<file path="config.mk">
export PLATFORM = sky130hd
export DESIGN_NAME = board_writer_flat
export DESIGN_NICKNAME = d
export VERILOG_FILES = /design/src/rtl/chess_pkg.sv /design/src/rtl/board_writer_if.sv /design/src/rtl/req_sync.sv /design/src/rtl/board_writer.sv /design/src/flat_wrapper.sv
export SDC_FILE = /design/constraint.sdc
export NUM_CORES = 1
export LEC_CHECK = 0
export ABC_AREA = 1
export CELL_PAD_IN_SITES_DETAIL_PLACEMENT = 0
export CELL_PAD_IN_SITES_GLOBAL_PLACEMENT = 1
export CORE_MARGIN = 1.5
export CORE_UTILIZATION = 25
export CTS_CLUSTER_DIAMETER = 200
export DETAILED_ROUTE_END_ITERATION = 16
export DONT_BUFFER_PORTS = 1
export GPL_TIMING_DRIVEN = 0
export PLACE_DENSITY = 0.52
export SYNTH_ARGS = -nofsm -noshare
export SYNTH_HDL_FRONTEND = slang
export SYNTH_SLANG_ARGS = --single-unit
export TNS_END_PERCENT = 20
</file>
<file path="constraint.sdc">
create_clock -name full_clock -period 1.7 [get_ports full_clock]
set_input_delay 0.17 -clock full_clock [delete_from_list [all_inputs] [get_ports full_clock]]
set_output_delay 0.17 -clock full_clock [all_outputs]
set_load 0.05 [all_outputs]
</file>
<file path="src/rtl/chess_pkg.sv">
// Shared chess definitions: piece/color codes, square helpers, opening layout, writer state encoding.
// Pure declarations; no clocked logic and no handshake of its own.
package chess_pkg;

    localparam logic [2:0] PIECE_NONE   = 3'd0;
    localparam logic [2:0] PIECE_PAWN   = 3'd1;
    localparam logic [2:0] PIECE_KNIGHT = 3'd2;
    localparam logic [2:0] PIECE_BISHOP = 3'd3;
    localparam logic [2:0] PIECE_ROOK   = 3'd4;
    localparam logic [2:0] PIECE_QUEEN  = 3'd5;
    localparam logic [2:0] PIECE_KING   = 3'd6;

    localparam logic COLOR_WHITE = 1'b0;
    localparam logic COLOR_BLACK = 1'b1;

    localparam logic [5:0] LAST_SQUARE = 6'd63;

    typedef enum logic [2:0] {
        ST_INIT,
        ST_IDLE,
        ST_READ,
        ST_WDST,
        ST_WSRC,
        ST_ACK
    } state_t;

    function automatic logic [2:0] sq_row(input logic [5:0] sq);
        return sq[5:3];
    endfunction

    function automatic logic [2:0] sq_col(input logic [5:0] sq);
        return sq[2:0];
    endfunction

    function automatic logic [3:0] board_square(input logic [255:0] board, input logic [5:0] sq);
        return board[{sq, 2'b00} +: 4];
    endfunction

    // Row 0 is black's back rank, row 7 is white's.
    function automatic logic [3:0] init_piece(input logic [5:0] sq);
        logic [2:0] back;
        logic [3:0] pc;
        case (sq_col(sq))
            3'd0, 3'd7: back = PIECE_ROOK;
            3'd1, 3'd6: back = PIECE_KNIGHT;
            3'd2, 3'd5: back = PIECE_BISHOP;
            3'd3:       back = PIECE_QUEEN;
            default:    back = PIECE_KING;
        endcase
        case (sq_row(sq))
            3'd0:    pc = {COLOR_BLACK, back};
            3'd1:    pc = {COLOR_BLACK, PIECE_PAWN};
            3'd6:    pc = {COLOR_WHITE, PIECE_PAWN};
            3'd7:    pc = {COLOR_WHITE, back};
            default: pc = {COLOR_WHITE, PIECE_NONE};
        endcase
        return pc;
    endfunction

endpackage

</file>
<file path="src/rtl/board_writer_if.sv">
// Move request/ack handshake plus board read/write bus between game logic, board register and writer.
// The writer side is the slave; requester and board register together form the master side.
interface board_writer_if;
    logic [255:0] board_input;
    logic         move_req;
    logic [5:0]   move_from;
    logic [5:0]   move_to;
    logic         move_ack;
    logic         move_err;
    logic [3:0]   captured_piece;
    logic         busy;
    logic         init_done;
    logic [5:0]   board_out_addr;
    logic [3:0]   board_out_piece;
    logic         board_change_enable;

    modport master (
        output board_input, move_req, move_from, move_to,
        input  move_ack, move_err, captured_piece, busy, init_done,
               board_out_addr, board_out_piece, board_change_enable
    );

    modport slave (
        input  board_input, move_req, move_from, move_to,
        output move_ack, move_err, captured_piece, busy, init_done,
               board_out_addr, board_out_piece, board_change_enable
    );
endinterface

</file>
<file path="src/rtl/req_sync.sv">
// Multi-flop synchronizer for the game-logic move request; asynchronous clear to 0.
// Latency STAGES full_clock edges; no backpressure.
module req_sync #(
    parameter int STAGES = 2
) (
    input  logic full_clock,
    input  logic Reset,
    input  logic level,
    output logic synced
);
    logic [STAGES-1:0] chain;

    always_ff @(posedge full_clock or posedge Reset) begin
        if (Reset) chain <= '0;
        else       chain <= {chain[STAGES-2:0], level};
    end

    assign synced = chain[STAGES-1];
endmodule

</file>
<file path="src/rtl/board_writer.sv">
// Sole board write port: opening-position sweep after reset, then two-write moves under a 4-phase req/ack.
// Move ack SYNC_STAGES+3 edges after req (SYNC_STAGES+1 if rejected); optional pawn promotion via MOVE_PROMOTE_EN.
module board_writer
    import chess_pkg::*;
#(
    parameter int SYNC_STAGES   = 2,
    parameter bit INIT_ON_RESET = 1'b1
) (
    input logic          full_clock,
    input logic          Reset,
    board_writer_if.slave bus
);
    state_t     state;
    logic       req_s;
    logic [5:0] sweep_addr;
    logic [5:0] from_sq;
    logic [3:0] dst_held;

    logic       ack_q, err_q, busy_q, done_q, en_q;
    logic [3:0] cap_q, piece_q;
    logic [5:0] addr_q;

    logic [3:0] src_pc, dst_pc, land_pc;
    logic       reject;

    req_sync #(.STAGES(SYNC_STAGES)) u_req_sync (
        .full_clock (full_clock),
        .Reset      (Reset),
        .level      (bus.move_req),
        .synced     (req_s)
    );

    assign src_pc = board_square(bus.board_input, bus.move_from);
    assign dst_pc = board_square(bus.board_input, bus.move_to);
    assign reject = (bus.move_from == bus.move_to)
                 || (src_pc[2:0] == PIECE_NONE)
                 || ((dst_pc[2:0] != PIECE_NONE) && (dst_pc[3] == src_pc[3]));

`ifdef MOVE_PROMOTE_EN
    always_comb begin
        land_pc = src_pc;
        if (src_pc[2:0] == PIECE_PAWN &&
            ((src_pc[3] == COLOR_WHITE && sq_row(bus.move_to) == 3'd0) ||
             (src_pc[3] == COLOR_BLACK && sq_row(bus.move_to) == 3'd7)))
            land_pc = {src_pc[3], PIECE_QUEEN};
    end
`else
    assign land_pc = src_pc;
`endif

    always_ff @(posedge full_clock or posedge Reset) begin
        if (Reset) begin
            state      <= INIT_ON_RESET ? ST_INIT : ST_IDLE;
            sweep_addr <= '0;
            from_sq    <= '0;
            dst_held   <= '0;
            ack_q      <= 1'b0;
            err_q      <= 1'b0;
            cap_q      <= '0;
            busy_q     <= 1'b0;
            done_q     <= !INIT_ON_RESET;
            addr_q     <= '0;
            piece_q    <= '0;
            en_q       <= 1'b0;
        end else begin
            en_q <= 1'b0;
            case (state)
                ST_INIT: begin
                    addr_q     <= sweep_addr;
                    piece_q    <= init_piece(sweep_addr);
                    en_q       <= 1'b1;
                    busy_q     <= 1'b1;
                    sweep_addr <= sweep_addr + 6'd1;
                    if (sweep_addr == LAST_SQUARE) state <= ST_IDLE;
                end
                ST_IDLE: begin
                    ack_q  <= 1'b0;
                    err_q  <= 1'b0;
                    cap_q  <= '0;
                    done_q <= 1'b1;
                    // Gating on done_q holds off a request raised during the sweep for one more cycle.
                    if (req_s && done_q) begin
                        state  <= ST_READ;
                        busy_q <= 1'b1;
                    end else begin
                        busy_q <= 1'b0;
                    end
                end
                ST_READ: begin
                    from_sq  <= bus.move_from;
                    dst_held <= dst_pc;
                    if (reject) begin
                        state <= ST_ACK;
                        ack_q <= 1'b1;
                        err_q <= 1'b1;
                        cap_q <= '0;
                    end else begin
                        state   <= ST_WDST;
                        addr_q  <= bus.move_to;
                        piece_q <= land_pc;
                        en_q    <= 1'b1;
                    end
                end
                ST_WDST: begin
                    state   <= ST_WSRC;
                    addr_q  <= from_sq;
                    piece_q <= {COLOR_WHITE, PIECE_NONE};
                    en_q    <= 1'b1;
                end
                ST_WSRC: begin
                    state <= ST_ACK;
                    ack_q <= 1'b1;
                    err_q <= 1'b0;
                    cap_q <= dst_held;
                end
                ST_ACK: begin
                    // ack itself drops on the following IDLE cycle.
                    if (!req_s) begin
                        state  <= ST_IDLE;
                        busy_q <= 1'b0;
                    end
                end
                default: state <= ST_IDLE;
            endcase
        end
    end

    assign bus.move_ack            = ack_q;
    assign bus.move_err            = err_q;
    assign bus.captured_piece      = cap_q;
    assign bus.busy                = busy_q;
    assign bus.init_done           = done_q;
    assign bus.board_out_addr      = addr_q;
    assign bus.board_out_piece     = piece_q;
    assign bus.board_change_enable = en_q;
endmodule

</file>
<file path="src/flat_wrapper.sv">
// flat-port wrapper written by rule: the top's interface ports become plain ports
module board_writer_flat import chess_pkg::*;
#(
    parameter int SYNC_STAGES   = 2,
    parameter bit INIT_ON_RESET = 1'b1
)
  (full_clock, Reset, bus_board_input, bus_move_req, bus_move_from, bus_move_to, bus_move_ack, bus_move_err, bus_captured_piece, bus_busy, bus_init_done, bus_board_out_addr, bus_board_out_piece, bus_board_change_enable);
  board_writer_if bus_i ();
  input logic full_clock;
  input logic Reset;
  input wire logic [$bits(bus_i.board_input)-1:0] bus_board_input;
  input wire logic [$bits(bus_i.move_req)-1:0] bus_move_req;
  input wire logic [$bits(bus_i.move_from)-1:0] bus_move_from;
  input wire logic [$bits(bus_i.move_to)-1:0] bus_move_to;
  output wire logic [$bits(bus_i.move_ack)-1:0] bus_move_ack;
  output wire logic [$bits(bus_i.move_err)-1:0] bus_move_err;
  output wire logic [$bits(bus_i.captured_piece)-1:0] bus_captured_piece;
  output wire logic [$bits(bus_i.busy)-1:0] bus_busy;
  output wire logic [$bits(bus_i.init_done)-1:0] bus_init_done;
  output wire logic [$bits(bus_i.board_out_addr)-1:0] bus_board_out_addr;
  output wire logic [$bits(bus_i.board_out_piece)-1:0] bus_board_out_piece;
  output wire logic [$bits(bus_i.board_change_enable)-1:0] bus_board_change_enable;
  assign bus_i.board_input = bus_board_input;
  assign bus_i.move_req = bus_move_req;
  assign bus_i.move_from = bus_move_from;
  assign bus_i.move_to = bus_move_to;
  assign bus_move_ack = bus_i.move_ack;
  assign bus_move_err = bus_i.move_err;
  assign bus_captured_piece = bus_i.captured_piece;
  assign bus_busy = bus_i.busy;
  assign bus_init_done = bus_i.init_done;
  assign bus_board_out_addr = bus_i.board_out_addr;
  assign bus_board_out_piece = bus_i.board_out_piece;
  assign bus_board_change_enable = bus_i.board_change_enable;
  board_writer #(.SYNC_STAGES(SYNC_STAGES), .INIT_ON_RESET(INIT_ON_RESET)) u_core (.full_clock(full_clock), .Reset(Reset), .bus(bus_i));
endmodule
</file>
==> results.py, run 1 <==
metrics = {
    "status": {
        "status": "complete, but fails checks",
        "violations": "negative setup slack",
    },
    "yosys": {
        "ys_types": 29,
        "yosys-top-cells-area": "nand2_1 (37%), nand3_1 (33%), dfrtp_1 (14%)",
        "synth.net_count": 1710,
        "synth_top_cell_by_area": "nand2_1",
        "ys_ff_latch": 40,
        "synth_top_area_share_pct": 37.15,
        "synth_area_um2": 7154,
        "postSynthAreaPerCell_um2": 4.989,
        "yosys_warnings": 0,
        "ys_seq_area_share_pct": 13.99,
        "synthCells": 1434,
    },
    "route": {
        "finalWirelength_um": 47290,
        "wl_met1_um": 19380,
        "wl_met3_um": 6160,
        "vias_per_cell": 5.610,
        "top_layer_used": "met4",
        "routedWlPerCell_um": 25.32,
        "antenna_left": 0,
        "first_pass_iters": 6,
        "num_vias": 10480,
        "met2_length_um": 20670,
        "drc": 0,
        "drt_iter0_markers": 1077,
    },
    "worst_setup_path": {
        "worstPathArrival_ps": 1990,
        "cp_max_fo": 8,
        "critical_path_class": "primary input to flip-flop",
        "critPathRequiredTime_ps": 1920,
        "crit_path_end_kind": "flip-flop",
        "startpoint_type": "primary input",
    },
    "timing": {
        "slew_headroom_pct": 43.47,
        "post-route-period-util_pct": 104.3,
        "min_period_ps": 1774,
        "fmax_mhz": 563.8,
        "rsz0062_at_grt": "true",
        "skew_ps": 5.453,
        "worst_slack_ps": -73.52,
        "hold_viol": 0,
        "setup_violations": 17,
        "tightest_slew_ps": 846.7,
        "tns_ps": -912.7,
        "drv_slew": 0,
    },
    "global_route": {
        "grt_pass1_vias": 9907,
        "track_usage_pct": 30.17,
        "grt_max_degree": 41,
        "overflow": 0,
        "antenna_found_initial": 0,
        "grt_pass1_wl_um": 65020,
    },
    "clock_network": {
        "root_buffer": "clkbuf_16",
        "clock_latency_ps": 280,
        "clk_pin_slew_worst_paths_ps": 50,
        "cts.sinks": 40,
        "numCtsBuffers": 5,
        "cts_tree": "done",
        "h-tree-depth": 2,
        "clockBufferDepth": 2,
    },
    "pwr": {
        "totalPowerFinal_w": 0.007527,
        "ir_drop_mv": 0.5422,
        "cellPowerDensity_nw_per_um2": 733.5,
        "leakage_nw": 4.967,
    },
    "place": {
        "place.gp.congestion": 0.9055,
        "dp_slack_ps": -1142,
        "dp_hpwl_um": 33990,
        "dp_cells": 1812,
        "place.port_buffers": 0,
    },
    "layout": {
        "drive_above_1_share_pct": 21.48,
        "layout_commonest_cell": "nand2_1",
        "final_util_pct": 36.64,
        "layout_common_cells": "nand2_1 (662), nand3_1 (386), nand3_2 (78), nand2_2 (41), dfrtp_1 (39)",
        "finalNonFillerCells": 1868,
        "diodes": 0,
        "area_growth_pct": 43.44,
        "fin_nets": 1766,
    },
    "floorplan": {
        "core_um2": 28010,
        "row_count": 61,
        "die_h_um": 172.2,
        "fp.dieW_um": 172.2,
        "io_pins": 290,
        "dieArea_um2": 29640,
        "initial_core_util_pct": 25.54,
    },
    "run": {
        "cap_violations": 0,
    },
    "min_path": {
        "min_path_type": "primary input to flip-flop",
    },
}
[state kept, by name, summed over array words and instances, names as in the netlist]
name                            flops
u_core.bus.board_out_addr           6
u_core.from_sq                      6
u_core.sweep_addr                   6
u_core.bus.board_out_piece          4
u_core.bus.captured_piece           4
u_core.dst_held                     4
u_core.state                        3
u_core.u_req_sync.chain             2
u_core.bus.board_change_enable      1
u_core.bus.busy                     1
u_core.bus.init_done                1
u_core.bus.move_ack                 1
u_core.bus.move_err                 1
[metal layers]
layer | vias up | global-route usage, %
met4 | 0 | 6.919
met2 | 605 | 47.30
met1 | 4964 | 40.00
li1 | 4835 | -
met3 | 76 | 9.705
met5 | - | 0
[cells in the mapped netlist (all sizes together)]
| library cell | number |
|---|---|
| or2 | 1 |
| xnor2 | 2 |
| a22o | 1 |
| nor3 | 2 |
| o221ai | 6 |
| nor4 | 1 |
| o22ai | 2 |
| a21oi | 8 |
| a32oi | 1 |
| clkbuf | 22 |
| nand3 | 469 |
| ha | 5 |
| a21boi | 1 |
| nor2 | 13 |
| a31oi | 2 |
| o211ai | 1 |
| buf | 91 |
| dfrtp | 40 |
| clkinv | 5 |
| xor2 | 5 |
| nand2 | 709 |
| o21ai | 16 |
| inv | 30 |
| o21bai | 1 |
[final timing paths]
path | from | to | slack [ps] | cells after the start
setup / recovery | bus_move_to[1] | u_core.bus.board_out_piece[1]$_DFFE_PP0P_ | -70 | 18
hold / removal | bus_move_to[5] | u_core.dst_held[2]$_DFFE_PP0N_ | 160 | 3
setup reg to reg | u_core.sweep_addr[0]$_DFFE_PP0P_ | u_core.bus.board_out_piece[0]$_DFFE_PP0P_ | 20 | 9
hold reg to reg | u_core.u_req_sync.chain[0]$_DFF_PP0_ | u_core.u_req_sync.chain[1]$_DFF_PP0_ | 350 | 0
max in group asynchronous | Reset | u_core.state[2]$_DFFE_PP0P_ | 600 | 2
min in group asynchronous | Reset | u_core.bus.move_err$_DFFE_PP0P_ | 520 | 2
[timing repair]
item / in CTS / in global routing
setup endpoints to repair: 20 / 21
gates resized for setup: 194 / 235
endpoints found under the hold margin: 41 / 0
cloned: 8 / 17
pin swaps: 17 / 73
hold buffers: 2 / 0
setup buffers: 12 / 11
[per-stage QoR]
| step | area (um^2) | hold WS (ps) |
|---|---|---|
| after floorplan | 7320 | 201.4 |
| after global placement | 7792 | 201.5 |
| after detailed placement | 7792 | 201.5 |
| after CTS | 8861 | 70.75 |
| after global routing | 10260 | 181.6 |
| final | 10260 | 163.3 |
[worst max-delay path: stages]
cell and delay (ps):
clkinvlp_4 100, buf_12 190, buf_12 150, nand3_2 70, nand3_1 90, nand2_2 90
nand2_2 70, nand3_2 90, nand3_2 140, nand2_1 90, nor2_2 120, nand2_2 70
nand2_4 90, nand2_4 70, nand2_8 90, buf_6 130, nand3_2 70, nand2_1 80
[power by group]
group | switching [W] | internal [W] | total (W)
registers | 0.000999 | 0.00135 | 0.00235
clock network | 0.000359 | 0.000533 | 0.000893
logic | 0.00259 | 0.00170 | 0.00429
total | 0.00395 | 0.00358 | 0.00753
[layout make-up]
class                   count  area (um^2)
clock buffers               6        128.9
plain buffers             112         1531
well taps                 378        473.0
inverters                  35        186.4
multi-input cells        1246         6096
clock inverters             1        5.005
fillers                  3195        17750
flip-flops and latches     40         1002
repair buffers             50        839.6
[cell families (layout without fill, tap and decap cells)]
group | Yosys count | in the layout | synth area share, %
DFF | 40 | 40 | 13.99
adders and majority gates | 5 | 5 | 0.8744
AOI/OAI and AO/OA | 39 | 39 | 3.323
xor gates and xnor gates | 7 | 7 | 0.8570
buffers and inverters | 148 | 204 | 9.916
and+or+nand+nor | 1195 | 1195 | 71.04
No activity file was read; power rests on OpenSTA's default activity.
==> run 2, diff against run 1 <==
--- a/config.mk
+++ b/config.mk
@@ -8,7 +8,6 @@
 export ABC_AREA = 1
 export CELL_PAD_IN_SITES_DETAIL_PLACEMENT = 0
 export CELL_PAD_IN_SITES_GLOBAL_PLACEMENT = 1
-export CORE_MARGIN = 1.5
 export CORE_UTILIZATION = 25
 export CTS_CLUSTER_DIAMETER = 200
 export DETAILED_ROUTE_END_ITERATION = 16
==> run 2 against run 1 <==
The flow still finishes with violations (negative setup slack). Clock power increased by 55%. Combinational power decreased by 8.4%. Total power increased by 1.6%. Cell area decreased by 7.5%. Cell count decreased by 1.2%. Highest routed layer unchanged.
==> results.py, run 2 (synthesized netlist as in run 1, its figures left out) <==
metrics = {
    "clock_network": {
        "clockBufferDepth": 2,
        "numCtsBuffers": 5,
        "clock_latency_ps": 280,
        "cts.sinks": 40,
        "cts_tree": "done",
        "root_buffer": "clkbuf_16",
        "clk_pin_slew_worst_paths_ps": 60,
        "h-tree-depth": 2,
    },
    "layout": {
        "drive_above_1_share_pct": 15.40,
        "diodes": 0,
        "layout_common_cells": "nand2_1 (680), nand3_1 (438), dfrtp_1 (40), nand3_2 (30)",
        "nFillCells": 3223,
        "fin_nets": 1743,
        "stdcell_area_um2": 9490,
        "layout_commonest_cell": "nand2_1",
        "finalNonFillerCells": 1846,
        "final_util_pct": 33.97,
        "area_growth_pct": 32.65,
    },
    "worst_setup_path": {
        "cp_max_fo": 6,
        "critical_path_class": "primary input to flip-flop",
        "startpoint_type": "primary input",
        "worstPathArrival_ps": 1990,
        "crit_path_end_kind": "flip-flop",
        "critPathRequiredTime_ps": 1920,
    },
    "route": {
        "num_vias": 10170,
        "antenna_left": 0,
        "finalWirelength_um": 45540,
        "drt_iter0_markers": 1060,
        "routedWlPerCell_um": 24.67,
        "drc": 0,
        "vias_per_cell": 5.508,
        "first_pass_iters": 5,
    },
    "timing": {
        "tightest_slew_ps": 502.3,
        "setup_violations": 17,
        "post-route-period-util_pct": 104.3,
        "holdWs_ps": 73.45,
        "min_period_ps": 1773,
        "rsz0062_at_grt": "true",
        "worst_slack_ps": -72.68,
        "fmax_mhz": 564.1,
        "drv_slew": 0,
        "skew_ps": 6.143,
        "hold_viol": 0,
        "slew_headroom_pct": 66.51,
        "tns_ps": -876.7,
    },
    "min_path": {
        "min_path_type": "primary input to flip-flop",
    },
    "global_route": {
        "grt_max_degree": 41,
        "antenna_found_initial": 0,
        "grt_pass1_wl_um": 64930,
        "grt_pass1_vias": 9962,
        "track_usage_pct": 30.34,
        "overflow": 0,
    },
    "floorplan": {
        "initial_core_util_pct": 25.61,
        "row_count": 61,
        "die_h_um": 171.2,
        "dieArea_um2": 29300,
        "core_um2": 27930,
        "io_pins": 290,
        "fp.dieW_um": 171.2,
    },
    "place": {
        "place.gp.congestion": 0.9201,
        "dp_hpwl_um": 33920,
        "dpl_cell_area_um2": 7812,
        "dp_cells": 1813,
        "place.port_buffers": 0,
    },
    "status": {
        "status": "complete, but fails checks",
        "violations": "negative setup slack",
    },
    "pwr": {
        "leakage_nw": 4.662,
        "ir_drop_mv": 0.4462,
        "cellPowerDensity_nw_per_um2": 805.9,
    },
    "run": {
        "cap_violations": 0,
    },
}
[run 2: metal layers]
layer / up-vias / GRT usage, % / wire, um
met4: 0 / 8.696 / 1498
li1: 4781 / - / -
met3: 93 / 8.119 / 5383
met5: - / 0 / 0
met2: 565 / 48.18 / 19960
met1: 4729 / 39.92 / 18690
[run 2: metrics by stage]
step | setup WS (ps) | power (W)
final | -72.68 | 0.007648
after CTS | -54.96 | 0.007505
after global routing | -174.0 | 0.008162
after global placement | -1182 | 0.005661
after floorplan | 3.273 | 0.004622
after detailed placement | -1194 | 0.005679
[run 2: final timing paths]
check | startpoint | endpoint | slack (ps) | depth (start not counted)
worst min register to register | u_core.u_req_sync.chain[0]$_DFF_PP0_ | u_core.u_req_sync.chain[1]$_DFF_PP0_ | 350 | 0
worst min-delay path | bus_move_to[5] | u_core.dst_held[1]$_DFFE_PP0N_ | 70 | 2
min in group asynchronous | Reset | u_core.bus.busy$_DFFE_PP0P_ | 380 | 3
worst max register to register | u_core.state[2]$_DFFE_PP0P_ | u_core.bus.board_out_addr[5]$_DFFE_PP0P_ | -10 | 6
worst max-delay path | bus_move_from[0] | u_core.bus.move_err$_DFFE_PP0P_ | -70 | 19
max in group asynchronous | Reset | u_core.sweep_addr[0]$_DFFE_PP0P_ | 1120 | 3
[run 2: layout make-up]
class | count | area, um^2 | share of cell area (%)
Buffer | 112 | 1455 | 15.33
Multi-Input combinational cell | 1246 | 5724 | 60.32
Clock inverter | 3 | 90.09 | 0.9492
Clock buffer | 5 | 125.1 | 1.318
Sequential cell | 40 | 1001 | 10.55
Tap cell | 378 | 473.0 | 4.984
Inverter | 35 | 175.2 | 1.846
Timing Repair Buffer | 27 | 446.7 | 4.707
[run 2: worst max-delay path: stages]
cell and delay [ps]:
inv_12 60, buf_16 140, buf_6 110, buf_16 110, nand2_1 50, nand3_1 60
nand3_1 80, nand2_2 100, nand2_2 90, nand3_2 90, nand3_2 80, nand2_2 110
nor2_4 50, a21oi_4 170, nand2_2 80, nand2_4 100, buf_4 150, nand3_1 70
nand2_1 80
[run 2: what timing repair did]
action                                  CTS  global route
endpoints found under the setup margin   20            20
pin swaps                                22            23
endpoints found under the hold margin    41             0
setup buffers                            12             0
gates resized for setup                 245            64
gates cloned                              8             4
hold buffers                              2             0
[run 2: report_power, final]
part           switching (W)  internal [W]  total [W]  leakage [nW]
combinational        0.00244       0.00149    0.00393          4.06
clock               0.000386      0.000990    0.00138         0.104
sequential          0.000994       0.00135    0.00234         0.495
==> edit, RTL diff (config.mk and constraints of run 1) <==
The option `MOVE_PROMOTE_EN` is turned on by a define.
--- a/src/rtl/board_writer.sv
+++ b/src/rtl/board_writer.sv
@@ -1,4 +1,6 @@
 // Sole board write port: opening-position sweep after reset, then two-write moves under a 4-phase req/ack.
 // Move ack SYNC_STAGES+3 edges after req (SYNC_STAGES+1 if rejected); optional pawn promotion via MOVE_PROMOTE_EN.
+`define MOVE_PROMOTE_EN
+
 module board_writer
     import chess_pkg::*;
Formal check against the unedited RTL: no difference found for any inputs over 10 cycles, from zero or initial values and one cycle with Reset high; that may be too few to reach the edited logic, so the function may still have changed.
==> edit against run 1 <==
- area after synthesis increased by 2.3%
- global-route usage is 0.45 points higher
- combinational power down 10%
- worst setup slack lost 0.18 ns
- sequential cell count did not move
- cell area fell by 13%
- total power fell by 4.6%
- highest routed layer unchanged
- wire length rose by 1.6%
- the run still ends with negative setup slack left
- critical endpoint is now u_core.bus.board_out_piece[3]$_DFFE_PP0P_
==> edit: results (changes against run 1) <==
* Outcome: finished with violations
* Failing checks: negative setup slack
* PortBufs at 0 (unchanged)
* Wire length of the first global-routing pass at 68,700 um (+5.7%)
* Dpl hpwl at 35,900 um (+5.7%)
* Dpl cell area at 7930 um^2 (+1.7%)
* Syn Nets at 1,732 (+1.3%)
* Met3 wire length at 4810 um (-22%)
* Final setup fails at 19 (+2)
* Netlist cell types at 37 (+28%)
* Reg2Reg Setup Slack at -0.03 ns (-0.05 ns)
* Gr ovfl total at 0 (unchanged)
* Synth cell count leaders: 649 x nand2_1, 376 x nand3_1, 107 x nor2_1, 54 x o21ai_0, 49 x inv_1
* Leak pwr at 4.38 nW (-12%)
* Drt total wl at 48,100 um (+1.6%)
* CTS Buf Count at 5 (unchanged)
* Synth area leaders: nand2_1 33%, nand3_1 26%, dfrtp_1 14%, nor2_1 5.5%, buf_4 3.8%
* Worst Hold Depth at 2 (-1)
* Drt first-iter violations at 1,126 (+4.5%)
* Hold path endpoint: u_core.from_sq[5]$_DFFE_PP0P_
* Hold path start: bus_move_from[5]
* Setup slack after layout at -0.258 ns (-0.184 ns)
* Reg2reg end: u_core.bus.board_out_addr[0]$_DFFE_PP0P_
* Worst r2r src: u_core.state[2]$_DFFE_PP0P_
* Delay-heaviest family, CP: simple AND/OR/NAND/NOR gates
* Setup bufs post-CTS at 2 (-10)
* Vias/cell at 5.50 (-2.0%)
* Met2 WL at 21,800 um (+5.6%)
* Synthesized instance count at 1,456 (+1.5%)
* CP Capture Point: u_core.bus.board_out_piece[3]$_DFFE_PP0P_
* Pre-CTS setup slack at -1.21 ns (-0.0704 ns)
* CP Launch Point: bus_move_from[0]
* CP max FO at 10 (+2)
* Share of cells above drive strength 1 at 0.124 (-0.0909)
* Max IR drop VDD at 0.437 mV (-19%)
* Slew @ Worst Pin at 0.710 ns (-0.137 ns)
* Fin Clk Skew at 0.0103 ns (+0.00484 ns)
* Largest net degree at the start of global routing at 27 (-34%)
* Worst reg2reg path depth at 8 (-1)
* M1 wire length at 19,800 um (+2.2%)
* Root Driver: clkbuf_16
* Routability cong. at 0.898 (-0.85%)
* Resized cells post-CTS at 140 (-28%)
* Worst path max stage delay at 0.21 ns (+0.02 ns)
* Routed vias at 10.2k (-2.3%)
* Vias in the first global route at 10.1k (+1.9%)
* Slowest-stage cell, CP: a21oi_4
* All-Layer GR Usage at 0.306 (+0.00454)
* FFs w/ async S/R, synth at 1.00 (unchanged)
* Worst-skew pair later-pin latency at 0.28 ns (about the same)
* Drt first pass iters at 5 (-1)
* Net count, final at 1,753 (-0.74%)
* Yosys top cell area share at 0.333 (-0.0388)
* Post-synthesis sequential area ratio at 0.137 (-0.00320)
[edit: cell types whose count changed after synthesis, sizes merged, moves of 2 or more]
| cell | change |
|---|---|
| nor3 | -2 |
| nand3 | -92 |
| xnor2 | -2 |
| a21oi | +4 |
| buf | +3 |
| o311ai | +2 |
| clkinv | -2 |
| clkbuf | -4 |
| inv | +21 |
| o21ai | +45 |
| nand2 | -59 |
| o211ai | +8 |
| nor2 | +94 |
[edit: kinds of logic after synthesis]
logic type / after synthesis / share of synthesized area
simple gates: 1139 / 0.651
buf+inv: 166 / 0.118
compound gates: 101 / 0.0798
flops: 40 / 0.137
xor+xnor: 5 / 0.00598
fa+ha+maj: 5 / 0.00854
[edit: layout make-up]
| class | count | area (um^2) |
|---|---|---|
| inverter | 54 | 223 |
| tap | 384 | 480 |
| fill | 3337 | 19900 |
| clock buffer | 6 | 139 |
| buffer | 112 | 1130 |
| clock inverter | 2 | 15.0 |
| multi-input combinational | 1250 | 5670 |
| antenna | 1 | 2.50 |
| timing repair buffer | 14 | 213 |
| sequential | 40 | 1000 |
[edit: per-stage QoR]
step	hold WS (ns)	setup TNS (ns)	utilization
after global placement	0.201	-22.81	0.275
after floorplan	0.201	-0.674	-
after global routing	0.0305	-5.03	0.308
final	0.0205	-3.52	0.309
after detailed placement	0.0561	-23.31	0.275
after CTS	0.0201	-2.60	0.298
[edit: layer usage]
metal / global-route usage / vias up
li1: - / 4792
met1: 0.395 / 4849
met2: 0.509 / 514
met3: 0.0724 / 84
met4: 0.0830 / 0
met5: 0 / -
[edit: power by group]
part / internal [mW] / total [mW] / switching (mW)
Clock: 0.584 / 0.982 / 0.398
Sequential: 1.35 / 2.35 / 0.998
Combinational: 1.44 / 3.85 / 2.41
